## src/rtl/apb_req_arbiter.sv

```systemverilog
`default_nettype none
// +------------------------------------------------------------------------+
// | Module   : apb_req_arbiter                                             |
// | Purpose  : Round-robin arbiter that shares one APB master port between |
// |            NUM_REQ local requesters and sequences SETUP/ACCESS phases. |
// |            Also drives the enable of the APB-domain clock gate.        |
// | Ports    : clk, reset_n          - clock, async active-low reset       |
// |            req/req_write/        - per-requester request, direction,  |
// |            req_addr/req_wdata      packed address and write data      |
// |            grant, done, err,     - owner, completion pulse, timeout   |
// |            rdata                   flag and read data                 |
// |            PSEL..PREADY          - APB master signals                 |
// |            clk_en                - clock-gate enable for APB domain   |
// | Revision : 1.0 - initial release                                       |
// +------------------------------------------------------------------------+
module apb_req_arbiter #(
  parameter int NUM_REQ   = 4,
  parameter int ADDR_W    = 8,
  parameter int DATA_W    = 8,
  parameter int TIMEOUT   = 15,
  parameter int IDLE_HOLD = 4
) (
  input  logic                      clk,
  input  logic                      reset_n,
  input  logic [NUM_REQ-1:0]        req,
  input  logic [NUM_REQ-1:0]        req_write,
  input  logic [NUM_REQ*ADDR_W-1:0] req_addr,
  input  logic [NUM_REQ*DATA_W-1:0] req_wdata,
  output logic [NUM_REQ-1:0]        grant,
  output logic [NUM_REQ-1:0]        done,
  output logic                      err,
  output logic [DATA_W-1:0]         rdata,
  output logic                      PSEL,
  output logic                      PENABLE,
  output logic                      PWRITE,
  output logic [ADDR_W-1:0]         PADDR,
  output logic [DATA_W-1:0]         PWDATA,
  input  logic [DATA_W-1:0]         PRDATA,
  input  logic                      PREADY,
  output logic                      clk_en
);

  localparam int IDX_W = (NUM_REQ > 1) ? $clog2(NUM_REQ) : 1;

  typedef enum logic [1:0] {
    IDLE   = 2'd0,
    SETUP  = 2'd1,
    ACCESS = 2'd2
  } state_t;

  state_t             state;
  logic [IDX_W-1:0]   ptr;
  logic [IDX_W-1:0]   owner;
  logic [7:0]         wait_cnt;
  logic [3:0]         hold_cnt;

  logic               win_found;
  logic [IDX_W-1:0]   win_idx;
  int                 cand;
  logic               win_write;
  logic [ADDR_W-1:0]  win_addr;
  logic [DATA_W-1:0]  win_wdata;

  // Search offsets from NUM_REQ down to 1 so the smallest offset after the
  // pointer (the first requester after the last owner) is the final winner.
  // Offset NUM_REQ wraps back to the last owner itself, giving it the lowest
  // priority, which is what keeps a persistent requester from winning twice.
  always_comb begin
    win_found = 1'b0;
    win_idx   = '0;
    cand      = 0;
    for (int off = NUM_REQ; off >= 1; off--) begin
      cand = int'(ptr) + off;
      if (cand >= NUM_REQ) cand = cand - NUM_REQ;
      if (req[cand[IDX_W-1:0]]) begin
        win_found = 1'b1;
        win_idx   = cand[IDX_W-1:0];
      end
    end
  end

  always_comb begin
    win_write = req_write[win_idx];
    win_addr  = req_addr[int'(win_idx)*ADDR_W +: ADDR_W];
    win_wdata = req_wdata[int'(win_idx)*DATA_W +: DATA_W];
  end

  always_ff @(posedge clk or negedge reset_n) begin
    if (!reset_n) begin
      state    <= IDLE;
      ptr      <= IDX_W'(NUM_REQ - 1);
      owner    <= '0;
      wait_cnt <= '0;
      hold_cnt <= '0;
      grant    <= '0;
      done     <= '0;
      err      <= 1'b0;
      rdata    <= '0;
      PSEL     <= 1'b0;
      PENABLE  <= 1'b0;
      PWRITE   <= 1'b0;
      PADDR    <= '0;
      PWDATA   <= '0;
      clk_en   <= 1'b0;
    end else begin
      // Hold counter is reloaded every busy cycle and only counts down once
      // the bus is idle with nothing pending.
      if ((|req) || (state != IDLE)) begin
        clk_en   <= 1'b1;
        hold_cnt <= 4'(IDLE_HOLD);
      end else if (hold_cnt != 4'd0) begin
        clk_en   <= 1'b1;
        hold_cnt <= hold_cnt - 4'd1;
      end else begin
        clk_en   <= 1'b0;
      end

      case (state)
        IDLE: begin
          done    <= '0;
          err     <= 1'b0;
          PSEL    <= 1'b0;
          PENABLE <= 1'b0;
          if (win_found) begin
            grant  <= NUM_REQ'(1) << win_idx;
            owner  <= win_idx;
            PWRITE <= win_write;
            PADDR  <= win_addr;
            PWDATA <= win_wdata;
            PSEL   <= 1'b1;
            state  <= SETUP;
          end
        end

        SETUP: begin
          PENABLE  <= 1'b1;
          wait_cnt <= '0;
          state    <= ACCESS;
        end

        ACCESS: begin
          if (PREADY) begin
            PSEL    <= 1'b0;
            PENABLE <= 1'b0;
            done    <= grant;
            err     <= 1'b0;
            if (!PWRITE) rdata <= PRDATA;
            ptr     <= owner;
            grant   <= '0;
            state   <= IDLE;
          end else if (wait_cnt == 8'(TIMEOUT - 1)) begin
            // This is the TIMEOUT-th consecutive low sample: abort.
            PSEL    <= 1'b0;
            PENABLE <= 1'b0;
            done    <= grant;
            err     <= 1'b1;
            rdata   <= '0;
            ptr     <= owner;
            grant   <= '0;
            state   <= IDLE;
          end else begin
            wait_cnt <= wait_cnt + 8'd1;
          end
        end

        default: state <= IDLE;
      endcase
    end
  end

endmodule
`default_nettype wire
```

## config.mk

```make
export PLATFORM = sky130hd
export DESIGN_NAME = apb_req_arbiter
export DESIGN_NICKNAME = d
export VERILOG_FILES = /design/src/rtl/apb_req_arbiter.sv
export SDC_FILE = /design/constraint.sdc
export NUM_CORES = 1
export LEC_CHECK = 0
export ABC_CLOCK_PERIOD_IN_PS = 2700
export CAP_MARGIN = 10
export CORE_ASPECT_RATIO = 1.25
export CORE_MARGIN = 3
export CORE_UTILIZATION = 44
export CTS_CLUSTER_DIAMETER = 40
export DETAILED_ROUTE_END_ITERATION = 16
export GPL_TIMING_DRIVEN = 1
export PLACE_DENSITY = 0.77
export SKIP_LAST_GASP = 1
export SLEW_MARGIN = 20
export SYNTH_ARGS = -nofsm -noshare
export SYNTH_HDL_FRONTEND = slang
export SYNTH_SLANG_ARGS = --single-unit
```

## constraint.sdc

```tcl
create_clock -name clk -period 2.7 [get_ports clk]
set_clock_uncertainty 0.2 [all_clocks]
set_input_delay 0.54 -clock clk [delete_from_list [all_inputs] [get_ports clk]]
set_output_delay 0.54 -clock clk [all_outputs]
set_load 0.005 [all_outputs]
```

---- Word-level counts from Yosys, hierarchy flattened ----
Index checks and enable logic that the tools add are counted.
storage, ports and cells
  register bits ........................... 55
  output and inout port bits .............. 37
  word-level logic and storage cells ...... 116
operators by class
  add/sub/neg operators ................... 10
  $lt $le $gt $ge ......................... 9
  eq/ne operators ......................... 8
  shifts and indexed selects .............. 3
  muxes and demuxes ....................... 53
  reductions and logical operators ........ 18
operators by type and width
  kind                 count
  $shiftx 32x6->8      2
  $mux 8               5
  $mux 4               7
  $mux 2               13
  $mux 1               16
  $pmux 4 s2           2
  $pmux 8 s2           1
  $lt 2x3->1 const B   5
  $bmux 1 s2           5
  $reduce_and 2->1     5
  $reduce_bool 2->1    5
  $ge 3x3->1 const B   3
  $reduce_and 3->1     3
  $add 8x1->8 const B  1
  $eq 8x4->1 const B   1
  $ne 2x2->1 const B   4
  $sub 2x1->2 const B  4
  $add 2x2->3 const B  2
  $pmux 2 s3           1
  $add 2x3->4 const B  1
  $ge 4x3->1 const B   1
  $pmux 1 s2           2
  $reduce_bool 4->1    1
  $reduce_or 4->1      1
  10 further kinds     10

---- Depth between registers and ports, before layout ----
Gate-level depths: netlist of run 1.
  word-level depth ........................ 12
  mapped depth ............................ 9
  mapped depth without buffers ............ 7

---- Least setup slack after synthesis of run 1 ----
No wires, ideal clock.
  path type ............................... reg-to-reg
  start point ............................. register ptr[1]
  end point ............................... register PADDR[0]
  arrival time ............................ 1,744 ps
  setup slack ............................. 628 ps
  stages on the path, launching flop included .. 9
  path buffers ............................ 3
  period minus slack after synthesis ...... 2,072 ps
  path through ............................ dfstp_2 -> buf_6 -> mux2i_2 -> o22ai_4 -> a21o_1 -> buf_4 -> buf_6 -> a211oi_2 -> a211oi_2
on the way
  cells in the longest elaborated chain, start to end .. 10
  elaborated cells on any way between the ends .. 34
  those cells by class .................... 8 x add/sub; 4 x order compare; 1 x shift; 20 x mux; 1 x reduce/logical
ends and longest elaborated chain
  element                                              line  RTL
  from (decl)                                          52    logic [IDX_W-1:0] ptr;
  from (signal assigned)                               91    ptr <= IDX_W'(NUM_REQ - 1);
  from (signal assigned)                               148   ptr <= owner;
  from (signal assigned)                               158   ptr <= owner;
  $add 2x3->4                                          73    cand = int'(ptr) + off;
  $ge 4x3->1 or $sub 2x1->2 (tied branches)            74    if (cand >= NUM_REQ) cand = cand - NUM_REQ;
  $mux 2                                               74
  $bmux 1 s2                                           75    if (req[cand[IDX_W-1:0]]) begin
  $mux 1 (not written as such)                         75
  $mux 2 or $mux 1 (tied branches) (4 in a row)        75
  $shiftx 32x6->8 or $reduce_and 2->1 (tied branches)  --
  to (signal assigned)                                 128   PADDR <= win_addr;
  to (decl)                                            36    output logic [ADDR_W-1:0] PADDR,
Parallel ways exist; a longest one is shown, timed or not. The select of a mux whose other input is x is not followed.
A chain may end at the register's enable or synchronous reset.

---- Worst setup path after layout of run 1 ----
  start point ............................. input port req[1]
  end point ............................... register PWDATA[4]
on the way
  cells in the longest elaborated chain, start to end .. 7
  elaborated cells on any way between the ends .. 18
  those cells by class .................... 1 x shift; 16 x mux; 1 x reduce/logical
ends and longest elaborated chain
  element                                              line  RTL
  from (decl)                                          25    input logic [NUM_REQ-1:0] req,
  $bmux 1 s2                                           75
  $mux 1 (not written as such)                         75
  $mux 2 or $mux 1 (tied branches) (4 in a row)        75
  $shiftx 32x6->8 or $reduce_and 2->1 (tied branches)  --
  to (signal assigned)                                 129   PWDATA <= win_wdata;
  to (decl)                                            37    output logic [DATA_W-1:0] PWDATA,
Parallel ways exist; a longest one is shown, timed or not. The select of a mux whose other input is x is not followed.

==> run metrics, run 1 <==
WP buf/inv 2; dominant cell type by area after synthesis dfrtp_1; Final Max Slew Viols 0; synth warn 0; first-pass GRT wire length 13.5 mm; Seq/Total Area, Yosys 0.440; Post-Synthesis Cells 308; relative slew slack 0.554; Leak 1.89 nW; Initial DRC Count 115; IO Port Bufs 119; Levels on crit path 7; commonest non-fill, non-tap cells in the layout 118 x clkdlybuf4s50_1, 53 x dfrtp_1, 33 x a211oi_1; CTS HTree Levels 2; dpl cell area 4480 sq um; Setup Viol. Count Final 0; async set-reset flop share out of synthesis 1.00; clock root buffer clkbuf_8; Max Freq 0.410 GHz; clk slew on worst S/H paths 100 ps; r2r endpoint PADDR[0]$_DFFE_PN0P_; clk buf depth 2; DR vias 2807; Final nets 521; Reg2Reg Depth 6; crit-path leading delay family compound AO/OA/AOI/OAI gates; post-synthesis simple-gate area fraction 0.131; chain of cells forming the critical path clkdlybuf4s50_1 -> buf_4 -> and3_1 -> a31oi_1 -> nand3_4 -> a211oi_1 -> a211oi_2; # resized after CTS 0; Syn Nets 395; post-synth top area share 0.423; leading post-synthesis cells by cell area dfrtp_1 42%, a211oi_1 7.9%, a211oi_2 7.2%; post-route ant nets 0; Die W 81.5 microns; initial core utilization 0.465; Design Area, Final 4600 sq um; Synth Flop Type dfrtp_1; die area 8170 sq um; Routed WL 8.32 mm; die height 100 microns; multiplexer share of the synthesized area 0.0691; drt wl/cell 16.0 microns; CP Max Fanout 20; drc violations 0; Mapped Area 3130 sq um; dpl hpwl 6.41 mm; Crit-path slowest cell clkdlybuf4s50_1; leading cell type in the layout, fill and taps excluded clkdlybuf4s50_1; share of cells above drive strength 1 0.136; first drt pass iteration count 4; Synth Area in Compound Gates 0.260; row cnt 33; Synth Area in XOR/XNOR 0.00839; core area 6730 sq um; TritonCTS clock tree yes; Tmin final 2440 ps; CP Data Arrival Time 2410 ps; GRT Overall Usage 0.210; initial antenna violation count 0; slowest stage delay, CP 410 ps; mean post-synth cell area 10.2 sq um; Vias/cell 5.39; type of origin of the critical path input port; CP required 2670 ps; adder-cell share of the synthesized area 0.0160; largest net degree at the start of global routing 32; GPL Wtd Cong 0.811; ant diodes 0; Syn-to-layout area delta 46.8%; synthesis-stage register bit count 55; Clock Latency Late Sink 310 ps; reg2reg start ptr[1]$_DFFE_PN1P_; worst hold path class in -> async; number of clock sinks 55; Max VDD drop 0.405 mV; Post-CTS Hold Fix Bufs 0; Critical Setup Path Class in -> reg; Setup Fix Bufs, Post-CTS 0; power density cells 877 nW/um^2; Post-Route Utilization 0.683; dominant combinational cell family by area after synthesis compound AO/OA/AOI/OAI gates; final period utilization 0.902; grt total ovfl 0; final hold violation count 0; I/O Pins 120; MaxCap Viol Count 0; flop2flop setup slack 500 ps; status completed; Least-Margin Pin Slew 668 ps; CTS buffer count 5; Crit. End Element flip-flop; RSZ-0062 raised after global routing no; vias in the first global route 2891; post-synth cell types 47; Post-synth EDFFs 0
synth_stat cells, types with 2 or more instances:
| cell type | instances |
|---|---|
| a211oi_1 | 33 |
| a211oi_2 | 18 |
| a21oi_1 | 2 |
| a21oi_2 | 2 |
| a22o_1 | 16 |
| a31oi_1 | 2 |
| a32o_1 | 2 |
| and2_1 | 3 |
| and3_1 | 2 |
| buf_2 | 2 |
| buf_4 | 3 |
| buf_6 | 3 |
| clkbuf_1 | 9 |
| dfrtp_1 | 53 |
| dfstp_2 | 2 |
| ha_1 | 4 |
| inv_1 | 28 |
| mux2_2 | 2 |
| mux2i_1 | 18 |
| nand2_1 | 9 |
| nand2b_1 | 7 |
| nand3_1 | 14 |
| nor2_1 | 30 |
| nor2b_1 | 5 |
| nor3_1 | 2 |
| o21ai_0 | 9 |
| o21ai_1 | 5 |
| o31ai_1 | 2 |
| xnor2_1 | 3 |
per-stage QoR:
| step | hold slack [ps] | worst slack (ps) | power, mW | TNS [ps] | instances |
|---|---|---|---|---|---|
| floorplan | 44.4 | 628 | 2.56 | 0 | 308 |
| finish | 24.3 | 263 | 4.03 | 0 | 521 |
| detailed placement | 269 | -205 | 3.50 | -3240 | 514 |
| global placement | 255 | -144 | 3.44 | -2480 | 514 |
| CTS | 38.3 | 146 | 4.07 | 0 | 521 |
| global route | 56.4 | 76.5 | 4.30 | 0 | 521 |
layer usage:
metal,global-route usage,vias up,share of wire
li1,-,1370,-
met1,0.243,1311,0.40
met2,0.371,111,0.52
met3,0.0521,15,0.066
met4,0.0728,0,0.020
met5,0,-,0
layout make-up:
class                      count  area [sq um]
clock buffer                   5          68.8
multi-input combinational    205          1530
timing repair buffer         138          1370
inverter                      29           111
fill                         536          2130
sequential                    55          1380
tap                           87           109
clock inverter                 2          37.5
sequential cells by signal, indices dropped and copies added (netlist names):
register and cells:
PSEL 1, err 1, wait_cnt 8, PENABLE 1
hold_cnt 4, state 2, clk_en 1, PADDR 8
ptr 2, owner 2, PWRITE 1, rdata 8
done 4, PWDATA 8, grant 4
worst max-delay path by stage:
stage / from / to / slack, ps
final: req[1] / PWDATA[4]$_DFFE_PN0P_ / 260
after global routing: req[1] / PWDATA[4]$_DFFE_PN0P_ / 80
after CTS: req[1] / PADDR[7]$_DFFE_PN0P_ / 150
after detailed placement: req[1] / PWDATA[1]$_DFFE_PN0P_ / -210
after global placement: req[1] / PWDATA[2]$_DFFE_PN0P_ / -140
after floorplan: ptr[1]$_DFFE_PN1P_ / PADDR[0]$_DFFE_PN0P_ / 630
power breakdown:
group	switching, mW	total, mW	internal (mW)
logic	0.977	2.12	1.14
registers	0.232	1.37	1.14
clock network	0.273	0.545	0.272
total	1.48	4.03	2.55
worst reg2reg max path: cells and delay by family (launching register included):
| kind | cells | cell delay (ps) |
|---|---|---|
| flip-flops | 1 | 640 |
| multiplexers | 2 | 590 |
| AO/OA/AOI/OAI | 3 | 420 |
| buffers and inverters | 1 | 210 |
kinds of logic (layout without fill, tap and decap cells):
family                   after synthesis  count (layout)
XOR/XNOR                               3               3
adder cells (fa/ha/maj)                4               4
buffers and inverters                 48             174
AND/OR/NAND/NOR                       81              81
multiplexers                          21              21
flip-flops                            55              55
AO/OA/AOI/OAI                         96              96
No activity file was read; power rests on OpenSTA's default activity.
==> run 2: changes to the inputs <==
--- a/config.mk
+++ b/config.mk
@@ -14,6 +14,7 @@
 export DETAILED_ROUTE_END_ITERATION = 16
 export GPL_TIMING_DRIVEN = 1
 export PLACE_DENSITY = 0.77
+export SKIP_CTS_REPAIR_TIMING = 1
 export SKIP_LAST_GASP = 1
 export SLEW_MARGIN = 20
 export SYNTH_ARGS = -nofsm -noshare
==> results of run 2 <==
No change in the layout: final DEF, timing and power equal those of run 1.
